[src/rtl/nubus_pkg.sv]
// Shared types and helpers for the NuBus block master: status codes, FSM
// encodings, TM line codes and the block-size address encoder.
package nubus_pkg;

   typedef enum logic [1:0] {
      ST_OK    = 2'd0,
      ST_ERR   = 2'd1,
      ST_TMO   = 2'd2,
      ST_RETRY = 2'd3
   } status_e;

   localparam logic [2:0] S_IDLE = 3'd0;
   localparam logic [2:0] S_ARB  = 3'd1;
   localparam logic [2:0] S_ADDR = 3'd2;
   localparam logic [2:0] S_DATA = 3'd3;
   localparam logic [2:0] S_DONE = 3'd4;

   localparam logic [1:0] TM_OK    = 2'b00;
   localparam logic [1:0] TM_ERR   = 2'b01;
   localparam logic [1:0] TM_TMO   = 2'b10;
   localparam logic [1:0] TM_RETRY = 2'b11;

   // Block transfers replace the low word-address bits with a one-hot size code.
   function automatic logic [31:0] blk_addr_encode(input logic [31:0] addr,
                                                   input logic [2:0]  len);
      logic [3:0] sz;
      sz = 4'b0001 << (len - 3'd1);
      if (len == 3'd0) return {addr[31:2], 2'b00};
      return {addr[31:6], sz, 2'b00};
   endfunction

endpackage

[src/rtl/nubus_block_master_if.sv]
// Requester-side and bus-side signal bundle of the NuBus block master.
interface nubus_block_master_if;
   logic        req_valid, req_ready, req_write;
   logic [31:0] req_addr;
   logic [2:0]  req_len;
   logic [31:0] wdata, rdata;
   logic        wdata_valid, wdata_ready, rdata_valid;
   logic        done;
   logic [1:0]  status;
   logic [4:0]  beats;
   logic        arb_grant, arbcy_o, rqst_o;
   logic        start_i, ack_i, tm1_i, tm0_i;
   logic        start_o, ack_o, tm1_o, tm0_o, tm_oe;
   logic [31:0] ad_i, ad_o;
   logic        ad_oe;

   modport master (
      input  req_valid, req_addr, req_write, req_len, wdata, wdata_valid,
             arb_grant, start_i, ack_i, tm1_i, tm0_i, ad_i,
      output req_ready, wdata_ready, rdata, rdata_valid, done, status, beats,
             arbcy_o, rqst_o, start_o, ack_o, tm1_o, tm0_o, tm_oe, ad_o, ad_oe
   );

   modport slave (
      output req_valid, req_addr, req_write, req_len, wdata, wdata_valid,
             arb_grant, start_i, ack_i, tm1_i, tm0_i, ad_i,
      input  req_ready, wdata_ready, rdata, rdata_valid, done, status, beats,
             arbcy_o, rqst_o, start_o, ack_o, tm1_o, tm0_o, tm_oe, ad_o, ad_oe
   );
endinterface

[src/rtl/nubus_block_wdt.sv]
// Per-beat watchdog: counts enabled cycles from a clear and saturates at
// all-ones, which is the terminal count.
module nubus_block_wdt #(
   parameter int WDT_W = 8
) (
   input  logic clk,
   input  logic rst,
   input  logic clr,
   input  logic en,
   output logic tc
);
   logic [WDT_W-1:0] cnt;

   always_ff @(posedge clk) begin
      if (rst || clr)     cnt <= '0;
      else if (en && !tc) cnt <= cnt + 1'b1;
   end

   assign tc = &cnt;
endmodule

[src/rtl/nubus_block_master.sv]
// NuBus master transfer engine: block reads/writes of 1..2^MAX_BLOCK_LOG2
// words with try-again retry, per-beat watchdog and streamed beat data.
module nubus_block_master
   import nubus_pkg::*;
#(
   parameter int MAX_BLOCK_LOG2 = 4,
   parameter int WDT_W          = 8,
   parameter int RETRY_MAX      = 3
) (
   input  logic                 nub_clk,
   input  logic                 nub_reset,
   nubus_block_master_if.master bus
);
   logic [2:0]  state_q;
   logic [31:0] addr_q, wd_hold_q, align_mask;
   logic        write_q, busy_q, underrun_q;
   logic [2:0]  len_q;
   logic [4:0]  beat_q, last_idx;
   logic [7:0]  retry_q;
   status_e     stat_q;
   logic [1:0]  code;
   logic        req_bad, accept, in_data, inter, fin_ok, strobe, wdt_tc, und_now;

   always_comb begin
      align_mask = ((32'd1 << ({2'b00, bus.req_len} + 5'd2)) - 32'd1) & ~32'd3;
      req_bad    = (bus.req_len > 3'(MAX_BLOCK_LOG2)) || ((bus.req_addr & align_mask) != '0);
      accept     = bus.req_valid && bus.req_ready;
      in_data    = (state_q == S_DATA);
      code       = {bus.tm1_i, bus.tm0_i};
      last_idx   = (5'd1 << len_q) - 5'd1;
      inter      = in_data && !bus.ack_i && bus.tm0_i && (beat_q != last_idx);
      fin_ok     = in_data && bus.ack_i && (code == TM_OK);
      strobe     = inter || fin_ok;
      // A write beat taken while the requester has nothing ready poisons the transfer.
      und_now    = underrun_q || (write_q && strobe && !bus.wdata_valid);
   end

   nubus_block_wdt #(.WDT_W(WDT_W)) u_wdt (
      .clk (nub_clk),
      .rst (nub_reset),
      .clr (!in_data || strobe),
      .en  (in_data),
      .tc  (wdt_tc)
   );

   always_ff @(posedge nub_clk) begin
      if (nub_reset)          busy_q <= 1'b0;
      else if (bus.start_i)   busy_q <= 1'b1;
      else if (bus.ack_i)     busy_q <= 1'b0;
   end

   always_ff @(posedge nub_clk) begin
      if (nub_reset) begin
         state_q    <= S_IDLE;
         addr_q     <= '0;
         write_q    <= 1'b0;
         len_q      <= '0;
         beat_q     <= '0;
         retry_q    <= '0;
         stat_q     <= ST_OK;
         underrun_q <= 1'b0;
         wd_hold_q  <= '0;
      end else begin
         if (bus.wdata_valid) wd_hold_q <= bus.wdata;
         case (state_q)
            S_IDLE: if (accept) begin
               addr_q     <= bus.req_addr;
               write_q    <= bus.req_write;
               len_q      <= bus.req_len;
               beat_q     <= '0;
               underrun_q <= 1'b0;
               stat_q     <= ST_ERR;
               state_q    <= req_bad ? S_DONE : S_ARB;
            end
            S_ARB:  if (bus.arb_grant && !busy_q && !bus.start_i) state_q <= S_ADDR;
            S_ADDR: state_q <= S_DATA;
            S_DATA: begin
               if (strobe) beat_q <= beat_q + 5'd1;
               underrun_q <= und_now;
               if (bus.ack_i) begin
                  if (code == TM_RETRY && retry_q < 8'(RETRY_MAX)) begin
                     retry_q    <= retry_q + 8'd1;
                     beat_q     <= '0;
                     underrun_q <= 1'b0;
                     state_q    <= S_ARB;
                  end else begin
                     // Bus codes map one-to-one onto status, including exhausted retry.
                     stat_q  <= und_now ? ST_ERR : status_e'(code);
                     state_q <= S_DONE;
                  end
               end else if (wdt_tc) begin
                  stat_q  <= und_now ? ST_ERR : ST_TMO;
                  state_q <= S_DONE;
               end
            end
            S_DONE: begin
               retry_q <= '0;
               state_q <= S_IDLE;
            end
            default: state_q <= S_IDLE;
         endcase
      end
   end

   always_comb begin
      bus.req_ready   = (state_q == S_IDLE) && !nub_reset;
      bus.wdata_ready = 1'b0;
      bus.rdata       = '0;
      bus.rdata_valid = 1'b0;
      bus.done        = 1'b0;
      bus.status      = 2'b00;
      bus.beats       = '0;
      bus.arbcy_o     = 1'b0;
      bus.rqst_o      = 1'b0;
      bus.start_o     = 1'b0;
      bus.ack_o       = 1'b0;
      bus.tm1_o       = 1'b0;
      bus.tm0_o       = 1'b0;
      bus.tm_oe       = 1'b0;
      bus.ad_o        = '0;
      bus.ad_oe       = 1'b0;
      case (state_q)
         S_ARB: begin
            bus.rqst_o  = 1'b1;
            bus.arbcy_o = 1'b1;
         end
         S_ADDR: begin
            bus.rqst_o  = 1'b1;
            bus.start_o = 1'b1;
            bus.ad_oe   = 1'b1;
            bus.tm_oe   = 1'b1;
            bus.tm1_o   = write_q;
            bus.tm0_o   = (len_q != 3'd0);
            bus.ad_o    = blk_addr_encode(addr_q, len_q);
         end
         S_DATA: begin
            bus.ad_oe       = write_q;
            bus.ad_o        = !write_q ? '0 : (bus.wdata_valid ? bus.wdata : wd_hold_q);
            bus.ack_o       = !bus.ack_i && wdt_tc;
            bus.wdata_ready = write_q && strobe;
            bus.rdata_valid = !write_q && strobe;
            bus.rdata       = (!write_q && strobe) ? bus.ad_i : '0;
         end
         S_DONE: begin
            bus.done   = 1'b1;
            bus.status = stat_q;
            bus.beats  = beat_q;
         end
         default: ;
      endcase
   end
endmodule

[src/flat_wrapper.sv]
// flat-port wrapper written by rule: the top's interface ports become plain ports
module nubus_block_master_flat import nubus_pkg::*;
#(
   parameter int MAX_BLOCK_LOG2 = 4,
   parameter int WDT_W          = 8,
   parameter int RETRY_MAX      = 3
)
  (nub_clk, nub_reset, bus_req_valid, bus_req_addr, bus_req_write, bus_req_len, bus_wdata, bus_wdata_valid, bus_arb_grant, bus_start_i, bus_ack_i, bus_tm1_i, bus_tm0_i, bus_ad_i, bus_req_ready, bus_wdata_ready, bus_rdata, bus_rdata_valid, bus_done, bus_status, bus_beats, bus_arbcy_o, bus_rqst_o, bus_start_o, bus_ack_o, bus_tm1_o, bus_tm0_o, bus_tm_oe, bus_ad_o, bus_ad_oe);
  nubus_block_master_if bus_i ();
  input  logic nub_clk;
  input  logic nub_reset;
  input wire logic [$bits(bus_i.req_valid)-1:0] bus_req_valid;
  input wire logic [$bits(bus_i.req_addr)-1:0] bus_req_addr;
  input wire logic [$bits(bus_i.req_write)-1:0] bus_req_write;
  input wire logic [$bits(bus_i.req_len)-1:0] bus_req_len;
  input wire logic [$bits(bus_i.wdata)-1:0] bus_wdata;
  input wire logic [$bits(bus_i.wdata_valid)-1:0] bus_wdata_valid;
  input wire logic [$bits(bus_i.arb_grant)-1:0] bus_arb_grant;
  input wire logic [$bits(bus_i.start_i)-1:0] bus_start_i;
  input wire logic [$bits(bus_i.ack_i)-1:0] bus_ack_i;
  input wire logic [$bits(bus_i.tm1_i)-1:0] bus_tm1_i;
  input wire logic [$bits(bus_i.tm0_i)-1:0] bus_tm0_i;
  input wire logic [$bits(bus_i.ad_i)-1:0] bus_ad_i;
  output wire logic [$bits(bus_i.req_ready)-1:0] bus_req_ready;
  output wire logic [$bits(bus_i.wdata_ready)-1:0] bus_wdata_ready;
  output wire logic [$bits(bus_i.rdata)-1:0] bus_rdata;
  output wire logic [$bits(bus_i.rdata_valid)-1:0] bus_rdata_valid;
  output wire logic [$bits(bus_i.done)-1:0] bus_done;
  output wire logic [$bits(bus_i.status)-1:0] bus_status;
  output wire logic [$bits(bus_i.beats)-1:0] bus_beats;
  output wire logic [$bits(bus_i.arbcy_o)-1:0] bus_arbcy_o;
  output wire logic [$bits(bus_i.rqst_o)-1:0] bus_rqst_o;
  output wire logic [$bits(bus_i.start_o)-1:0] bus_start_o;
  output wire logic [$bits(bus_i.ack_o)-1:0] bus_ack_o;
  output wire logic [$bits(bus_i.tm1_o)-1:0] bus_tm1_o;
  output wire logic [$bits(bus_i.tm0_o)-1:0] bus_tm0_o;
  output wire logic [$bits(bus_i.tm_oe)-1:0] bus_tm_oe;
  output wire logic [$bits(bus_i.ad_o)-1:0] bus_ad_o;
  output wire logic [$bits(bus_i.ad_oe)-1:0] bus_ad_oe;
  assign bus_i.req_valid = bus_req_valid;
  assign bus_i.req_addr = bus_req_addr;
  assign bus_i.req_write = bus_req_write;
  assign bus_i.req_len = bus_req_len;
  assign bus_i.wdata = bus_wdata;
  assign bus_i.wdata_valid = bus_wdata_valid;
  assign bus_i.arb_grant = bus_arb_grant;
  assign bus_i.start_i = bus_start_i;
  assign bus_i.ack_i = bus_ack_i;
  assign bus_i.tm1_i = bus_tm1_i;
  assign bus_i.tm0_i = bus_tm0_i;
  assign bus_i.ad_i = bus_ad_i;
  assign bus_req_ready = bus_i.req_ready;
  assign bus_wdata_ready = bus_i.wdata_ready;
  assign bus_rdata = bus_i.rdata;
  assign bus_rdata_valid = bus_i.rdata_valid;
  assign bus_done = bus_i.done;
  assign bus_status = bus_i.status;
  assign bus_beats = bus_i.beats;
  assign bus_arbcy_o = bus_i.arbcy_o;
  assign bus_rqst_o = bus_i.rqst_o;
  assign bus_start_o = bus_i.start_o;
  assign bus_ack_o = bus_i.ack_o;
  assign bus_tm1_o = bus_i.tm1_o;
  assign bus_tm0_o = bus_i.tm0_o;
  assign bus_tm_oe = bus_i.tm_oe;
  assign bus_ad_o = bus_i.ad_o;
  assign bus_ad_oe = bus_i.ad_oe;
  nubus_block_master #(.MAX_BLOCK_LOG2(MAX_BLOCK_LOG2), .WDT_W(WDT_W), .RETRY_MAX(RETRY_MAX)) u_core (.nub_clk(nub_clk), .nub_reset(nub_reset), .bus(bus_i));
endmodule
[config.mk]
export PLATFORM = sky130hd
export DESIGN_NAME = nubus_block_master_flat
export DESIGN_NICKNAME = d
export VERILOG_FILES = /design/src/rtl/nubus_pkg.sv /design/src/rtl/nubus_block_master_if.sv /design/src/rtl/nubus_block_wdt.sv /design/src/rtl/nubus_block_master.sv /design/src/flat_wrapper.sv
export SDC_FILE = /design/constraint.sdc
export NUM_CORES = 1
export LEC_CHECK = 0
export CORE_AREA = 3 3 96 135
export CTS_BUF_LIST = sky130_fd_sc_hd__clkbuf_4
export DETAILED_ROUTE_END_ITERATION = 6
export DIE_AREA = 0 0 99 138
export PLACE_DENSITY = 0.83
export SYNTH_ARGS = -nofsm -noshare
export SYNTH_HDL_FRONTEND = slang
export SYNTH_SLANG_ARGS = --single-unit
export TNS_END_PERCENT = 20
[constraint.sdc]
create_clock -name nub_clk -period 3.6 [get_ports nub_clk]
set_clock_uncertainty 0.1 [all_clocks]
set_input_delay 0.9 -clock nub_clk [delete_from_list [all_inputs] [get_ports nub_clk]]
set_output_delay 0.9 -clock nub_clk [all_outputs]
set_load 0.01 [all_outputs]
# After elaboration in Yosys (flattened, before gate mapping)
# Cells that the tools add are included.
# W data, S select, Z words.
[word_totals]
ff_bits = 96
in_bits = 109
out_inout_bits = 83
wordCells = 128
[classes]
addsub = 7
magnitude_cmp = 2
n_eq_ne = 12
shifts = 3
mux = 49
n_bitwise = 1
n_reduce_logical = 43
[op_table]
columns = ["operator", "n"]
rows = [
  ["$mux W32", 6],
  ["$pmux W32 S2", 1],
  ["$and A32 B32 Y32", 1],
  ["$reduce_bool A32 Y1", 1],
  ["$shl A1 B5 Y32 const A", 1],
  ["$sub A32 B1 Y32 const B", 1],
  ["$mux W5", 5],
  ["$mux W3", 6],
  ["$add A8 B1 Y8 const B", 2],
  ["$mux W1", 16],
  ["$mux W8", 2],
  ["$pmux W8 S2", 1],
  ["$logic_and A1 B1 Y1", 15],
  ["$mux W2", 7],
  ["$pmux W3 S4", 1],
  ["$pmux W5 S2", 1],
  ["$logic_not A1 Y1", 8],
  ["$lt A8 B2 Y1 const B", 1],
  ["$reduce_and A8 Y1", 1],
  ["$eq A3 B2 Y1 const B", 2],
  ["$logic_not A3 Y1", 2],
  ["$ne A3 B3 Y1 const B", 2],
  ["$reduce_and A3 Y1", 2],
  ["$reduce_bool A2 Y1", 3],
  ["other kinds (21)", 29],
]

# Logic depth before layout (Yosys ltp)
# Gate-level depths: netlist of the first run.
[depth]
ltp_word = 12
ltp_mapped = 14
depth_no_buf = 12

# By module
# A second synthesis of the first run with hierarchy kept.
[unflattened]
cells_unflattened = 619
area_unflattened_um2 = 4919.7
[by_module_without_submodules]
columns = ["module", "n_inst", "cells_per_inst", "area_per_inst_um2"]
rows = [
  ["nubus_block_master", 1, 570, 4494.3],
  ["nubus_block_wdt", 1, 49, 425.4],
]

# Least setup slack after synthesis of the first run
# OpenSTA, ideal clock, no wires.
[synth_timing]
kind = "input-to-reg"
startpoint = "input port bus_req_len[1]"
endpoint = "register u_core.state_q[2]"
setup_ns = 0.129
arrival_time_ns = 3.274
t_required_ns = 3.371
setup_slack_ns = 0.097
cell_stages = 12
n_path_buf = 2
cell_sequence = "clkbuf_1 -> inv_1 -> ha_1 -> buf_2 -> nand2_1 -> or3_1 -> ha_1 -> a222oi_1 -> and4_1 -> nand3_1 -> nor4_1 -> o21ai_0"
[synth_between]
elab_chain_cells = 9
[synth_rtl]
columns = ["item", "line", "text"]
rows = [
  ["start, declared", "flat_wrapper.sv:15", "input wire logic [$bits(bus_i.req_len)-1:0] bus_req_len;"],
  ["$add A3 B2 Y4", "nubus_block_master.sv:25", "align_mask = ((32'd1 << ({2'b00, bus.req_len} + 5'd2)) - 32'd1) & ~32'd3;"],
  ["$shl A1 B5 Y32", "nubus_block_master.sv:25", ""],
  ["$sub A32 B1 Y32", "nubus_block_master.sv:25", ""],
  ["$and A32 B32 Y32", "nubus_block_master.sv:26", "req_bad = (bus.req_len > 3'(MAX_BLOCK_LOG2)) || ((bus.req_addr & align_mask) != '0);"],
  ["$reduce_bool A32 Y1", "nubus_block_master.sv:26", ""],
  ["$logic_or A1 B1 Y1 *", "nubus_block_master.sv:26", ""],
  ["$mux W3 *", "nubus_block_master.sv:73", "state_q <= req_bad ? S_DONE : S_ARB;"],
  ["$mux W3 *", "nubus_block_master.sv:66", "S_IDLE: if (accept) begin"],
  ["$pmux W3 S4 *", "nubus_block_master.sv:65", "case (state_q)"],
  ["end signal, assigned", "nubus_block_master.sv:73", ""],
  ["end, declared", "nubus_block_master.sv:14", "logic [2:0] state_q;"],
]
# Mark *: on every way between the ends. The rest lies on a longest branch, timed or not. The select of a mux whose other input is x is not followed.
# A chain may end at the register's enable or synchronous reset.

# Final worst setup path of the first run
[layout_timing]
startpoint = "register u_core.len_q[0]"
endpoint = "output port bus_rdata[31]"
[layout_between]
elab_chain_cells = 8
[layout_rtl]
columns = ["item", "line", "text"]
rows = [
  ["start, declared", "nubus_block_master.sv:17", "logic [2:0] len_q;"],
  ["start signal, assigned", "nubus_block_master.sv:69", "len_q <= bus.req_len;"],
  ["$shl A1 B3 Y5", "nubus_block_master.sv:30", "last_idx = (5'd1 << len_q) - 5'd1;"],
  ["$sub A5 B1 Y5", "nubus_block_master.sv:30", ""],
  ["$ne A5 B5 Y1", "nubus_block_master.sv:31", "inter = in_data && !bus.ack_i && bus.tm0_i && (beat_q != last_idx);"],
  ["$logic_and A1 B1 Y1", "nubus_block_master.sv:31", ""],
  ["$logic_or A1 B1 Y1", "nubus_block_master.sv:33", "strobe = inter || fin_ok;"],
  ["$logic_and A1 B1 Y1", "nubus_block_master.sv:142", "bus.rdata = (!write_q && strobe) ? bus.ad_i : '0;"],
  ["$mux W32", "nubus_block_master.sv:142", ""],
  ["$mux W32", "nubus_block_master.sv:122", "case (state_q)"],
  ["end, declared", "flat_wrapper.sv:26", "output wire logic [$bits(bus_i.rdata)-1:0] bus_rdata;"],
]
# No other way between the ends.

==> results.sh, run 1 <==
export IMPL_status="finished, violations left"
export IMPL_violations="setup timing"
export IMPL_hold_viol_final=0
export IMPL_die_area_um2=13700
export IMPL_hpwl_um=11600
export IMPL_cts_tree="done"
export IMPL_p_leak_nw=3.07
export IMPL_syn_area_per_cell_um2=8.09
export IMPL_synth_warnings=0
export IMPL_drtIter0Drc=221
export IMPL_yosysTopAreaCell="dfxtp_1"
export IMPL_synth_top_family_by_area="simple AND/OR/NAND/NOR gates"
export IMPL_critPathRequiredTime_ps=2600
export IMPL_path_cells="nor3_2 > inv_1 > ha_4 > nor3b_4 > o31a_1 > o2111ai_2 > o211ai_4 > nor2_4 > buf_6 > and2_1 > buf_2"
export IMPL_synth_xor_area_share_pct=2.71
export IMPL_worstSetupPathType="reg -> out"
export IMPL_grt_pass1_wl_um=25400
export IMPL_min_to="u_core.retry_q[4]"
export IMPL_synthesis_nets=719
export IMPL_grt_ovfl_total=0
export IMPL_r2r_end="u_core.beat_q[2]"
export IMPL_areaGrowthSynthToFinish_pct=47.8
export IMPL_power_density_nw_per_um2=304
export IMPL_clock_latency_ps=440
export IMPL_drv_slew=0
export IMPL_setup_worst_path_start="u_core.len_q[0]"
export IMPL_critical_path_slowest_cell="dfxtp_2"
export IMPL_synthMuxAreaShare_pct=7.26
export IMPL_finalSetupViolations=33
export IMPL_hp_start="u_core.retry_q[4]"
export IMPL_io_buffers=189
export IMPL_vias=4993
export IMPL_cp_max_fo=16
export IMPL_cts_max_level=3
export IMPL_crit_path_end_kind="output pin"
export IMPL_synth_top_area_share_pct=38.9
export IMPL_stdcell_area_um2=7160
export IMPL_clock_sinks=94
export IMPL_slew_headroom_pct=46.8
export IMPL_synth_cell_area_um2=4840
export IMPL_tightest_slew_ps=798
export IMPL_max_stage_delay_ps=350
export IMPL_drive_above_1_share_pct=14.2
export IMPL_clockBufferDepth=2
export IMPL_min_period_over_period_pct=102
export IMPL_drc=0
export IMPL_ys_seq_area_share_pct=38.9
export IMPL_holdWs_ps=374
export IMPL_synth_distinct_cells=62
export IMPL_synth_simple_area_share_pct=31.9
export IMPL_max_cap_violations=0
export IMPL_post_synth_top_count_cell="nand2_1"
export IMPL_fillers=1032
export IMPL_wl_per_cell_um=16.6
export IMPL_fin_util_pct=60.6
export IMPL_worst_hold_path_num_cells=1
export IMPL_synth_area_top_cells="dfxtp_1, nand2_1, mux2i_1"
export IMPL_finalWorstSetupSlack_ps=-71.9
export IMPL_placedInstanceArea_um2=7010
export IMPL_cts_root_buf="clkbuf_4"
export IMPL_tns_ps=-1930
export IMPL_core_area_um2=11800
export IMPL_yosys_top_cells_count="nand2_1, dfxtp_1, nor2_1, and2_1, o21ai_0"
export IMPL_synth_cells=599
export IMPL_max_freq_mhz=272
export IMPL_ys_async_sr_fraction_pct=0
export IMPL_synth_compound_area_share_pct=11.9
export IMPL_start_util_pct=41.0
export IMPL_io_pins=192
export IMPL_die_h_um=138
export IMPL_cts_hold_fix_buffers=0
export IMPL_crit_arrival_ps=2670
export IMPL_layout_min_cycle_time_ps=3670
export IMPL_power_mw=2.17
export IMPL_grt_use_total_pct=22.6
export IMPL_die_w_um=99
export IMPL_r2r_start="u_core.len_q[0]"
export IMPL_hold_class="reg -> reg"
export IMPL_rr_worst_depth=11
export IMPL_synthFlopType="dfxtp_1"
export IMPL_rsz0062_at_grt="true"
export IMPL_synth_fa_ha_area_share_pct=2.84
export IMPL_rows=47
export IMPL_grt_max_degree=86
export IMPL_drtPass1Iterations=4
export IMPL_drt_vias_per_instance=5.28
export IMPL_gp_congestion=0.904
export IMPL_cts_buffers=9
export IMPL_r2r_slack_ps=940
export IMPL_ant_nets=0
export IMPL_final_nets=912
export IMPL_ys_seq_elements=94
export IMPL_antenna_found_initial=1
export IMPL_vdd_ir_drop_max_mv=0.227
export IMPL_startpoint_type="register"
export IMPL_synth_edff_count=0
export IMPL_totalWireLength_um=15700
export IMPL_grt_pass1_vias=5039
export IMPL_path_clk_slew_ps=140
==> placed cells by master (no fill, tap or decap), types with 3 or more instances in the layout <==
cell type          n
o311ai_0           3
clkbuf_4          10
mux2i_1           34
o21ai_0           40
dfxtp_1           91
and3_1             3
buf_6              7
buf_4             28
and2_1            42
nor3b_1            3
nand4_1            4
nand2b_1           4
dfxtp_2            3
or3_1              4
nor4_1             4
nor3_1             8
nand3b_1          32
o31ai_1            3
clkdlybuf4s50_1  150
and2_4             7
buf_2             33
ha_1              10
nand2_1           99
inv_1             11
xor2_1            10
xnor2_1            5
nor2_1            63
nand3_1            8
a21oi_1           10
==> critical path: cells and delay by family, from the launching register on <==
family,cells,cell delay (ps)
compound gates,3,710
fa+ha+maj,1,190
buf+inv,3,400
flops,1,350
simple gates,4,600
==> state kept, by name (all words and copies together) (netlist names), 2 cells and up <==
name and flops:
u_core.len_q 3, u_core.beat_q 5, u_core.stat_q 2, u_core.retry_q 8, u_core.state_q 3, u_core.addr_q 30, u_core.wd_hold_q 32, u_core.u_wdt.cnt 8
==> layer usage <==
metal | up-vias | track usage, % | wire [um] | part of all wire (%)
li1 | 2424 | - | - | -
met1 | 2356 | 25.1 | 5890 | 38
met2 | 187 | 41.3 | 8280 | 53
met3 | 26 | 4.84 | 1080 | 6.9
met4 | 0 | 8.42 | 421 | 2.7
met5 | - | 0 | 0 | 0
==> timing repair <==
action,4_1_cts,5_1_grt
endpoints found under the setup margin,41,59
cloned,1,0
resized for setup,155,18
endpoints found under the hold margin,0,0
pin swaps,8,5
buffers inserted,2,2
==> metrics by stage <==
step | worst slack, ps | std cells
floorplan | 97.4 | 599
global placement | -516 | 925
detailed placement | -583 | 925
CTS | -127 | 944
global route | -236 | 945
finish | -71.9 | 945
==> where the power goes <==
group,total (mW),leakage (nW),internal (mW),switching (mW)
sequential,1.12,0.772,1.09,0.0257
clock,0.653,0.0844,0.289,0.364
combinational,0.401,2.22,0.223,0.178
==> logic make-up (layout without fill, tap and decap cells) <==
kind of cell             Yosys count  count (layout)
AND/OR/NAND/NOR                  303             303
flip-flops                        94              94
AO/OA/AOI/OAI                     87              87
buffers and inverters             54             252
multiplexers                      35              35
XOR/XNOR                          15              15
adder cells (fa/ha/maj)           11              11
other                              0               1
==> how the worst max path moves through the flow <==
stage | slack, ps | endpoint
2_1_floorplan | 100 | u_core.state_q[2]
3_3_place_gp | -520 | bus_rdata[20]
3_5_place_dp | -580 | bus_rdata[3]
4_1_cts | -130 | bus_rdata[19]
5_1_grt | -240 | bus_rdata[9]
6_report | -70 | bus_rdata[31]
==> area by class of cell <==
class | count | area (um2) | share of cell area (%)
Antenna cell | 1 | 2.50 | 0.0350
Clock buffer | 10 | 75.1 | 1.05
Clock inverter | 6 | 85.1 | 1.19
Inverter | 12 | 45.0 | 0.629
Multi-Input combinational cell | 451 | 2850 | 39.7
Sequential cell | 94 | 1890 | 26.3
Tap cell | 147 | 184 | 2.57
Timing Repair Buffer | 224 | 2040 | 28.4
No activity file was read; power rests on OpenSTA's default activity.
==> inputs of run 2 (changes only) <==
--- a/config.mk
+++ b/config.mk
@@ -5,11 +5,13 @@
 export SDC_FILE = /design/constraint.sdc
 export NUM_CORES = 1
 export LEC_CHECK = 0
-export CORE_AREA = 3 3 96 135
+export ABC_AREA = 1
+export CORE_AREA = 3 3 99 138
 export CTS_BUF_LIST = sky130_fd_sc_hd__clkbuf_4
 export DETAILED_ROUTE_END_ITERATION = 6
-export DIE_AREA = 0 0 99 138
+export DIE_AREA = 0 0 102 141
 export PLACE_DENSITY = 0.83
+export SETUP_SLACK_MARGIN = 0.2
 export SYNTH_ARGS = -nofsm -noshare
 export SYNTH_HDL_FRONTEND = slang
 export SYNTH_SLANG_ARGS = --single-unit
==> run 2 against run 1 <==
Compared with the run above: the run now ends clean; utilization up 1.3 points; synthesized cell count up 19%; total power down 1.1%; sequential power about the same; routed wire length up 1.5%; combinational power up 11%; via count up 5.2%; die area up 5.3%; synthesized area up 7.6%; first-iteration DRC count down 19%; largest cell class unchanged; highest routed layer unchanged.
==> results.sh, run 2 <==
export IMPL_status="finished, final reports clean"
export IMPL_p_switching_uw=664
export IMPL_grt_pass1_wl_um=24800
export IMPL_core_area_um2=12500
export IMPL_hp_start="u_core.retry_q[3]"
export IMPL_synth_warnings=0
export IMPL_path_clk_slew_ps=160
export IMPL_crit_arrival_ps=2520
export IMPL_clock_power_share_pct=27.1
export IMPL_synth_edff_count=0
export IMPL_wl_per_cell_um=14.8
export IMPL_hold_viol_final=0
export IMPL_drtPass1Iterations=4
export IMPL_r2r_end="u_core.stat_q[0]"
export IMPL_grt_use_total_pct=21.9
export IMPL_p_int_mw=1.48
export IMPL_pre_cts_slack_ps=-341
export IMPL_seq_power_share_pct=52.1
export IMPL_p_sw_share_pct=30.9
export IMPL_cts_tree="done"
export IMPL_fillers=1079
export IMPL_die_w_um=102
export IMPL_die_h_um=141
export IMPL_reg_top3="u_core.wd_hold_q: 32 flops, u_core.addr_q: 30 flops"
export IMPL_cts_max_level=3
export IMPL_max_stage_delay_ps=390
export IMPL_yosys_top_cells_count="inv_1, nand2_1, dfxtp_1, nor2_1, o21ai_0"
export IMPL_synth_cells=711
export IMPL_clock_sinks=94
export IMPL_final_cell_mix="clkdlybuf4s50_1, inv_1, nand2_1"
export IMPL_cts_root_buf="clkbuf_4"
export IMPL_path_common_cell="nor2_1"
export IMPL_r2r_slack_ps=1210
export IMPL_worst_hold_path_num_cells=2
export IMPL_critical_path_slowest_cell="dfxtp_4"
export IMPL_r2r_start="u_core.len_q[1]"
export IMPL_critPathRequiredTime_ps=2600
export IMPL_drt_vias_per_instance=4.90
export IMPL_synth_distinct_cells=33
export IMPL_grt_pass1_vias=5214
export IMPL_synthesis_nets=831
export IMPL_io_pins=192
export IMPL_layoutNonFillerInstCount=1072
export IMPL_cts_buffers=9
export IMPL_yosysTopAreaCell="dfxtp_1"
export IMPL_ys_async_sr_fraction_pct=0
export IMPL_syn_area_per_cell_um2=7.33
export IMPL_post_synth_top_count_cell="inv_1"
export IMPL_drive_above_1_share_pct=17.0
export IMPL_ant_nets=0
export IMPL_max_freq_mhz=284
export IMPL_finalWorstSetupSlack_ps=79.7
export IMPL_tns_ps=0
export IMPL_totalWireLength_um=15900
export IMPL_min_to="u_core.retry_q[3]"
export IMPL_grt_max_degree=49
export IMPL_worstSetupPathType="reg -> out"
export IMPL_pwr_share_comb_pct=20.8
export IMPL_hold_class="reg -> reg"
export IMPL_cp_top_family="simple AND/OR/NAND/NOR gates"
export IMPL_vias=5253
export IMPL_layout_min_cycle_time_ps=3520
export IMPL_synth_area_top_cells="dfxtp_1, inv_1, nand2_1"
export IMPL_rows=48
export IMPL_path_buf_inv=4
export IMPL_gp_congestion=0.919
export IMPL_fin_util_pct=61.9
export IMPL_antenna_found_initial=1
export IMPL_drtIter0Drc=179
export IMPL_ys_seq_area_share_pct=36.1
export IMPL_slew_headroom_pct=62.3
export IMPL_hpwl_um=11600
export IMPL_final_nets=1036
export IMPL_drv_slew=0
export IMPL_min_period_over_period_pct=97.8
export IMPL_power_density_nw_per_um2=278
export IMPL_finalSetupViolations=0
export IMPL_clockBufferDepth=2
export IMPL_clock_latency_ps=460
export IMPL_crit_path_end_kind="output pin"
export IMPL_rr_worst_depth=16
export IMPL_max_cap_violations=0
export IMPL_cts_hold_fix_buffers=0
export IMPL_largest_register_ffs=32
export IMPL_startpoint_type="register"
export IMPL_synthFlopType="dfxtp_1"
export IMPL_rsz0062_at_grt="true"
export IMPL_final_common_cell="clkdlybuf4s50_1"
export IMPL_areaGrowthSynthToFinish_pct=48.3
export IMPL_cp_max_fo=8
export IMPL_vdd_ir_drop_max_mv=0.212
export IMPL_die_area_um2=14400
export IMPL_tightest_slew_ps=565
export IMPL_drc=0
export IMPL_synth_cell_area_um2=5210
export IMPL_regMostFlops="u_core.wd_hold_q"
export IMPL_start_util_pct=41.7
export IMPL_ys_seq_elements=94
export IMPL_path_cells="nand3b_1 > ha_4 > xnor2_2 > nor2_1 > o21ai_1 > nor2_1 > nand2_2 > nand2_4 > nand2_8 > inv_8 > nor2_8 > buf_12 > inv_16 > nor2_4 > buf_6"
export IMPL_synth_top_area_share_pct=36.1
export IMPL_io_buffers=189
export IMPL_placed_cells=1043
export IMPL_grt_ovfl_total=0
export IMPL_setup_worst_path_start="u_core.len_q[1]"
export IMPL_p_leak_nw=3.36
-- run 2: cell count changes after synthesis, sizes merged, moves of 5 or more --
cell	before	now
a21oi	10	46
and2	49	0
clkbuf	32	19
inv	12	122
nand3	9	47
nand3b	32	3
nor2	65	121
nor3b	5	0
nor4	5	0
o21ai	41	50
o22ai	2	24
-- run 2: cell families after synthesis --
kind of cell | after synthesis | synth area share (%)
adders and majority gates | 11 | 2.64
xor gates and xnor gates | 11 | 1.85
and+or+nand+nor | 287 | 28.4
buffers and inverters | 154 | 12.5
DFF | 94 | 36.1
AOI/OAI and AO/OA | 122 | 12.4
muxes | 32 | 6.14
-- run 2: through the flow --
stage	power, mW	hold slack, ps	instance area, um2
global route	2.27	376	7730
CTS	2.16	352	7670
finish	2.15	349	7730
floorplan	1.36	317	5210
detailed placement	1.57	329	7310
global placement	1.56	327	7310
-- run 2: area by class of cell --
class                           instances  area (um2)  area share (%)
Antenna cell                            1        2.50          0.0324
Clock buffer                            9        67.6           0.874
Clock inverter                          7        75.1           0.971
Inverter                              122         482            6.23
Multi-Input combinational cell        463        2740            35.5
Sequential cell                        94        1890            24.5
Tap cell                              150         188            2.43
Timing Repair Buffer                  223        2220            28.7
Timing Repair inverter                  3        60.1           0.777
-- run 2: worst max path at each step --
stage	cells past startpoint	endpoint
after floorplan	18	u_core.state_q[2]
after global placement	10	bus_rdata[0]
after detailed placement	10	bus_rdata[31]
after CTS	15	bus_rdata[26]
after global routing	15	bus_rdata[30]
final	15	bus_rdata[3]
-- run 2: timing repair --
item | in CTS | in global routing
endpoints found under the setup margin | 64 | 72
gates resized for setup | 184 | 23
pin swaps | 6 | 7
gates cloned | 3 | 0
buffers inserted | 6 | 3
-- run 2: per-layer routing --
| metal | vias up | track usage [%] | share of wire (%) | routed length, um |
|---|---|---|---|---|
| met1 | 2362 | 22.4 | 35 | 5630 |
| met2 | 204 | 41.2 | 54 | 8540 |
| met5 | - | 0 | 0 | 0 |
| li1 | 2661 | - | - | - |
| met4 | 0 | 8.15 | 2.4 | 385 |
| met3 | 26 | 6.19 | 8.5 | 1350 |
-- run 2: power by group through the flow --
stage | Clock (mW) | Combinational [mW] | Sequential [mW]
after global routing | 0.645 | 0.495 | 1.13
after global placement | 0 | 0.420 | 1.14
after floorplan | 0 | 0.226 | 1.14
after CTS | 0.599 | 0.445 | 1.12
after detailed placement | 0 | 0.428 | 1.14
final | 0.582 | 0.446 | 1.12
-- run 2: worst reg2reg max path: cells and delay by family, from the launching register on --
kind                       cells  cell delay [ps]
DFF                            1              390
AOI/OAI and AO/OA              1               70
buffers and inverters          4              420
and+or+nand+nor                9              940
adders and majority gates      1              260
xor gates and xnor gates       1              130
